==> src/rtl/loader_pkg.sv <==
// Shared types and constants for the boot-time instruction-memory loader.
package loader_pkg;

  typedef enum logic [2:0] {
    HDR_HI,
    HDR_LO,
    DATA,
    RELEASE,
    RUN
  } state_t;

  localparam int BYTES_PER_WORD = 4;
  localparam int COUNT_W        = 16;

endpackage

==> src/rtl/imem_loader_byte_packer.sv <==
// 8->32 big-endian word assembler: the first byte of a word lands in bits [31:24],
// and the fourth byte completes the word combinationally with a one-cycle word_valid.
module byte_packer
  import loader_pkg::*;
(
  input  logic        clk,
  input  logic        reset,
  input  logic        byte_valid,
  input  logic [7:0]  byte_data,
  output logic        word_valid,
  output logic [31:0] word
);

  logic [1:0] idx_reg;
  logic [7:0] lane_reg [0:BYTES_PER_WORD-2];

  always_ff @(posedge clk or posedge reset) begin
    if (reset) begin
      idx_reg <= '0;
    end else if (byte_valid) begin
      idx_reg <= idx_reg + 2'd1;
    end
  end

  // Each of the first three bytes parks in its own lane; the fourth passes straight through.
  for (genvar gi = 0; gi < BYTES_PER_WORD - 1; gi++) begin : g_lane
    always_ff @(posedge clk or posedge reset) begin
      if (reset) begin
        lane_reg[gi] <= '0;
      end else if (byte_valid && idx_reg == 2'(gi)) begin
        lane_reg[gi] <= byte_data;
      end
    end
  end

  assign word_valid = byte_valid && (idx_reg == 2'(BYTES_PER_WORD - 1));
  assign word       = {lane_reg[0], lane_reg[1], lane_reg[2], byte_data};

endmodule

==> src/rtl/imem_loader.sv <==
// Streams a counted, big-endian word image into instruction memory, then releases
// the CPU from reset after a fixed settle period and latches its overflow flag.
module imem_loader
  import loader_pkg::*;
#(
  parameter int ADDR_W         = 8,
  parameter int RELEASE_CYCLES = 4
) (
  input  logic              clk,
  input  logic              reset,
  input  logic              in_valid,
  input  logic [7:0]        in_data,
  output logic              in_ready,
  output logic              imem_we,
  output logic [ADDR_W-1:0] imem_addr,
  output logic [31:0]       imem_wdata,
  output logic              cpu_reset,
  output logic              done,
  output logic              load_err,
  input  logic              ovf,
  output logic              ovf_sticky
);

  localparam int REL_W = (RELEASE_CYCLES > 1) ? $clog2(RELEASE_CYCLES) : 1;

  state_t              state_reg, state_next;
  logic [COUNT_W-1:0]  count_reg;
  logic [COUNT_W-1:0]  word_idx_reg;
  logic [REL_W-1:0]    rel_cnt_reg;
  logic                imem_we_reg;
  logic [ADDR_W-1:0]   imem_addr_reg;
  logic [31:0]         imem_wdata_reg;
  logic                cpu_reset_reg, cpu_reset_next;
  logic                done_reg, done_next;
  logic                load_err_reg;
  logic                ovf_sticky_reg;

  logic                ready_comb;
  logic                accept;
  logic                word_valid;
  logic [31:0]         word;
  logic                in_range;
  logic                last_word;

  assign accept    = in_valid && ready_comb;
  assign in_range  = (word_idx_reg >> ADDR_W) == '0;
  assign last_word = (word_idx_reg == count_reg - COUNT_W'(1));

  byte_packer u_packer (
    .clk        (clk),
    .reset      (reset),
    .byte_valid (accept && (state_reg == DATA)),
    .byte_data  (in_data),
    .word_valid (word_valid),
    .word       (word)
  );

  always_ff @(posedge clk or posedge reset) begin
    if (reset) begin
      state_reg <= HDR_HI;
    end else begin
      state_reg <= state_next;
    end
  end

  always_comb begin
    state_next = state_reg;
    case (state_reg)
      HDR_HI:  if (accept) state_next = HDR_LO;
      HDR_LO:  if (accept) state_next = ({count_reg[15:8], in_data} == '0) ? RELEASE : DATA;
      DATA:    if (word_valid && last_word) state_next = RELEASE;
      RELEASE: if (rel_cnt_reg == '0) state_next = RUN;
      RUN:     state_next = RUN;
      default: state_next = HDR_HI;
    endcase
  end

  always_comb begin
    ready_comb     = (state_reg == HDR_HI) || (state_reg == HDR_LO) || (state_reg == DATA);
    cpu_reset_next = (state_next != RUN);
    done_next      = (state_next == RUN);
  end

  always_ff @(posedge clk or posedge reset) begin
    if (reset) begin
      count_reg      <= '0;
      word_idx_reg   <= '0;
      rel_cnt_reg    <= REL_W'(RELEASE_CYCLES - 1);
      imem_we_reg    <= 1'b0;
      imem_addr_reg  <= '0;
      imem_wdata_reg <= '0;
      cpu_reset_reg  <= 1'b1;
      done_reg       <= 1'b0;
      load_err_reg   <= 1'b0;
      ovf_sticky_reg <= 1'b0;
    end else begin
      if (accept && state_reg == HDR_HI) count_reg[15:8] <= in_data;
      if (accept && state_reg == HDR_LO) count_reg[7:0]  <= in_data;

      // Counter is preloaded outside RELEASE so the settle period starts on entry.
      if (state_reg != RELEASE) begin
        rel_cnt_reg <= REL_W'(RELEASE_CYCLES - 1);
      end else if (rel_cnt_reg != '0) begin
        rel_cnt_reg <= rel_cnt_reg - REL_W'(1);
      end

      imem_we_reg <= word_valid && in_range;
      if (word_valid && in_range) begin
        imem_addr_reg  <= word_idx_reg[ADDR_W-1:0];
        imem_wdata_reg <= word;
      end
      if (word_valid) begin
        word_idx_reg <= word_idx_reg + COUNT_W'(1);
        if (!in_range) load_err_reg <= 1'b1;
      end

      if (state_reg == RUN && ovf) ovf_sticky_reg <= 1'b1;

      cpu_reset_reg <= cpu_reset_next;
      done_reg      <= done_next;
    end
  end

  assign in_ready   = ready_comb;
  assign imem_we    = imem_we_reg;
  assign imem_addr  = imem_addr_reg;
  assign imem_wdata = imem_wdata_reg;
  assign cpu_reset  = cpu_reset_reg;
  assign done       = done_reg;
  assign load_err   = load_err_reg;
  assign ovf_sticky = ovf_sticky_reg;

endmodule

==> config.mk <==
export PLATFORM = sky130hd
export DESIGN_NAME = imem_loader
export DESIGN_NICKNAME = d
export VERILOG_FILES = /design/src/rtl/loader_pkg.sv /design/src/rtl/imem_loader_byte_packer.sv /design/src/rtl/imem_loader.sv
export SDC_FILE = /design/constraint.sdc
export NUM_CORES = 1
export LEC_CHECK = 0
export CAP_MARGIN = 15
export CORE_MARGIN = 1.5
export CORE_UTILIZATION = 35
export CTS_CLUSTER_SIZE = 8
export DETAILED_ROUTE_END_ITERATION = 10
export PLACE_DENSITY_LB_ADDON = 0.05
export SETUP_SLACK_MARGIN = 0.02
export SLEW_MARGIN = 15
export SYNTH_ARGS = -nofsm -noshare
export SYNTH_HDL_FRONTEND = slang
export SYNTH_SLANG_ARGS = --single-unit
==> constraint.sdc <==
create_clock -name clk -period 9.3 [get_ports clk]
set_clock_uncertainty 0.15 [all_clocks]
set_input_delay 1.395 -clock clk [delete_from_list [all_inputs] [get_ports clk]]
set_output_delay 1.395 -clock clk [all_outputs]
set_load 0.05 [all_outputs]
==> run metrics <==
status=finished clean; Die ar.=~14000 um2; Synth cell types=48; RSZ-0062 raised after global routing=no; Critical Path Max Stage Delay=approximately 0.83 ns; # rows=42; CP Cell Sequence=a21oi_1, clkdlybuf4s50_1; Clock Path Buffers=2; placed cells=591; Clock Latency Late Sink=0.35 ns; Worst Path Arrival=1.93 ns; initial core utilization=a little over a third; sequential share of the synthesized area=between 50% and 60%; FFs w/ async S/R, synth=100%; crit path time final=3.48 ns; Pwr Total=0.00111 W; Tot GR Track Use=between 10% and 20%; Least-Margin Pin Slew=0.757 ns; Port Buffer Count=57; CTS H-tree depth=3; FF+latch area=2710 um2; pwr dens=around 190 nW/um2; CP required=slightly below 8 ns; register bit total from synthesis=108; Crit. Startpoint=state_reg[0]$_DFF_PP0_; # hold bufs at CTS=0; synth warn=0; syn avg cell area=13.1 um2; Max-cap violations=0; Final Setup Violations=0; grt total ovfl=0; Clock Pin Slew Worst Setup and Hold Paths=0.07 ns; Cells after Synth=367; Setup TNS=0 ns; maximum vdd drop=136 uV; final critical-path share of the clock period=37.4%; CTS sink count=108; Final Non-Filler Cells=approximately 600; CP endpoint kind=primary output; number of flip-flops in the largest register=32; highest-delay cell along the critical path=clkdlybuf4s50_1; Nets=445; first-pass GRT wire length=17.0 mm; Slew Limit Fails=0; Critical Path Fanout Max=12; Crit Path Class=flip-flop to primary output; Residual DRC=0; Area Overhead vs Synth=22.0%; clk root buf=clkbuf_16; initial antenna violation count=0; share of cells above drive strength 1=25.3%; routed via count=~3000; vias in the first global route=3092; slew margin rel.=around 50%; Post-CTS Setup Inserts=0; post-CTS resize count=0; Multi-input gate area=1990 um2; Static Leak=between 2 and 3 nW; Worst Setup Start Kind=flip-flop; die width=120 um; Detailed Place HPWL=slightly above 7 mm; Mapped Area=4790 um2; Filler Cell Count=~1200; Final Hold Viols=0; most frequently used flop master after synthesis=dfrtp_1; # diodes=0; HP Class=flip-flop to flip-flop; GPL Wtd Cong=0.819; I/O pins=58; initial DRC count=between 150 and 200; TritonCTS buffer count=9; vias per cell=5.01; Hold Crit Start=ovf_sticky$_DFFE_PP0P_; RR Startpoint=state_reg[0]$_DFF_PP0_; syn_nets=just under 400; DR WL/cell=17.1 um; Die Y-Extent=approximately 120 um; iteration count of the initial detailed-routing pass=5; Routed Antenna Nets=0; Max Fclk=288 MHz; final wirelength=approximately 10 mm; pin count of the biggest net entering global routing=83; Post-synth EDFFs=0; Core Region=13300 um2; CTS tree=yes
==> layer usage <==
metal	GRT usage, %	wire length (um)	vias up
met4	5.06	154	0
met3	4.42	330	12
met2	23.6	4740	53
li1	-	-	1422
met5	0	0	-
met1	22.0	5140	1556
==> kinds of logic after synthesis <==
logic type      Yosys count  synth area share (%)
simple gates             84                  10.1
flops                   108                  56.5
xor+xnor                 36                  6.58
buf+inv                  25                  2.01
fa+ha+maj                 7                  1.83
mux                      78                  18.3
compound gates           29                  4.62
==> final timing paths <==
kind	cells after the start	slack [ns]	endpoint
worst min register to register	1	0.31	ovf_sticky$_DFFE_PP0P_
max in group asynchronous	3	6.73	count_reg[12]$_DFFE_PP0P_
worst max register to register	5	6.75	imem_addr[1]$_DFFE_PP0P_
worst min-delay path	1	0.31	ovf_sticky$_DFFE_PP0P_
min in group asynchronous	2	1.23	word_idx_reg[0]$_DFFE_PP0P_
worst max-delay path	2	5.82	in_ready
==> stage by stage <==
stage	area (um2)	setup slack, ns	hold WS, ns	util (%)
2_1_floorplan	4790	4.91	0.325	-
3_3_place_gp	5560	5.50	0.292	41.8
3_5_place_dp	5560	5.43	0.297	41.8
4_1_cts	5840	5.79	0.317	43.9
5_1_grt	5850	5.65	0.333	44.0
6_report	5850	5.82	0.308	44.0
==> critical path, delay by kind of cell, from the launching register on <==
kind / cells / cell delay, ns
buffers and inverters: 1 / 0.83
AOI/OAI and AO/OA: 1 / 0.23
DFF: 1 / 0.53
==> cell usage in the layout, fill, tap and decap left out, types with 3 or more instances in the layout <==
cell type	netlist	layout
nor3_1	9	9
nand4_1	4	4
nor4_1	3	3
dfstp_2	3	3
or3_1	3	3
inv_1	13	12
nand3_1	11	10
clkbuf_16	0	9
xnor2_1	29	29
clkdlybuf4s50_1	0	57
xor2_1	7	7
nor2_1	10	10
ha_1	7	7
a21oi_1	4	4
and3_1	4	4
o21ai_0	5	5
dfrtp_1	105	105
mux2_2	78	78
nand2_1	21	21
==> cell usage after synthesis (3+ instances only) <==
cell      instances  area share (%)
ha_1              7             1.8
a21oi_1           4            0.42
nor3_1            9            0.94
and3_1            4            0.52
inv_1            13             1.0
nand4_1           4            0.52
o21ai_0           5            0.52
or3_1             3            0.39
nor4_1            3            0.39
xnor2_1          29             5.3
clkbuf_1         10            0.78
dfstp_2           3             1.6
nor2_1           10            0.78
dfrtp_1         105              55
nand3_1          11             1.1
nand2_1          21             1.6
mux2_2           78              18
xor2_1            7             1.3
==> where the power goes <==
| group | internal (W) | switching, W | leakage [nW] |
|---|---|---|---|
| clock network | 0.000192 | 0.000172 | 0.135 |
| registers | 0.000538 | 0.0000486 | 1.39 |
| logic | 0.0000867 | 0.0000710 | 1.09 |
| total | 0.000816 | 0.000291 | 2.61 |
==> final cells by class <==
class                      count  share of cell area (%)
sequential                   108                    46.3
multi-input combinational    234                    34.1
timing repair buffer          60                    10.2
clock buffer                  12                    4.22
tap                          176                    3.77
inverter                      13                   0.878
clock inverter                 4                   0.557
Power figures use the tool's default switching activity.
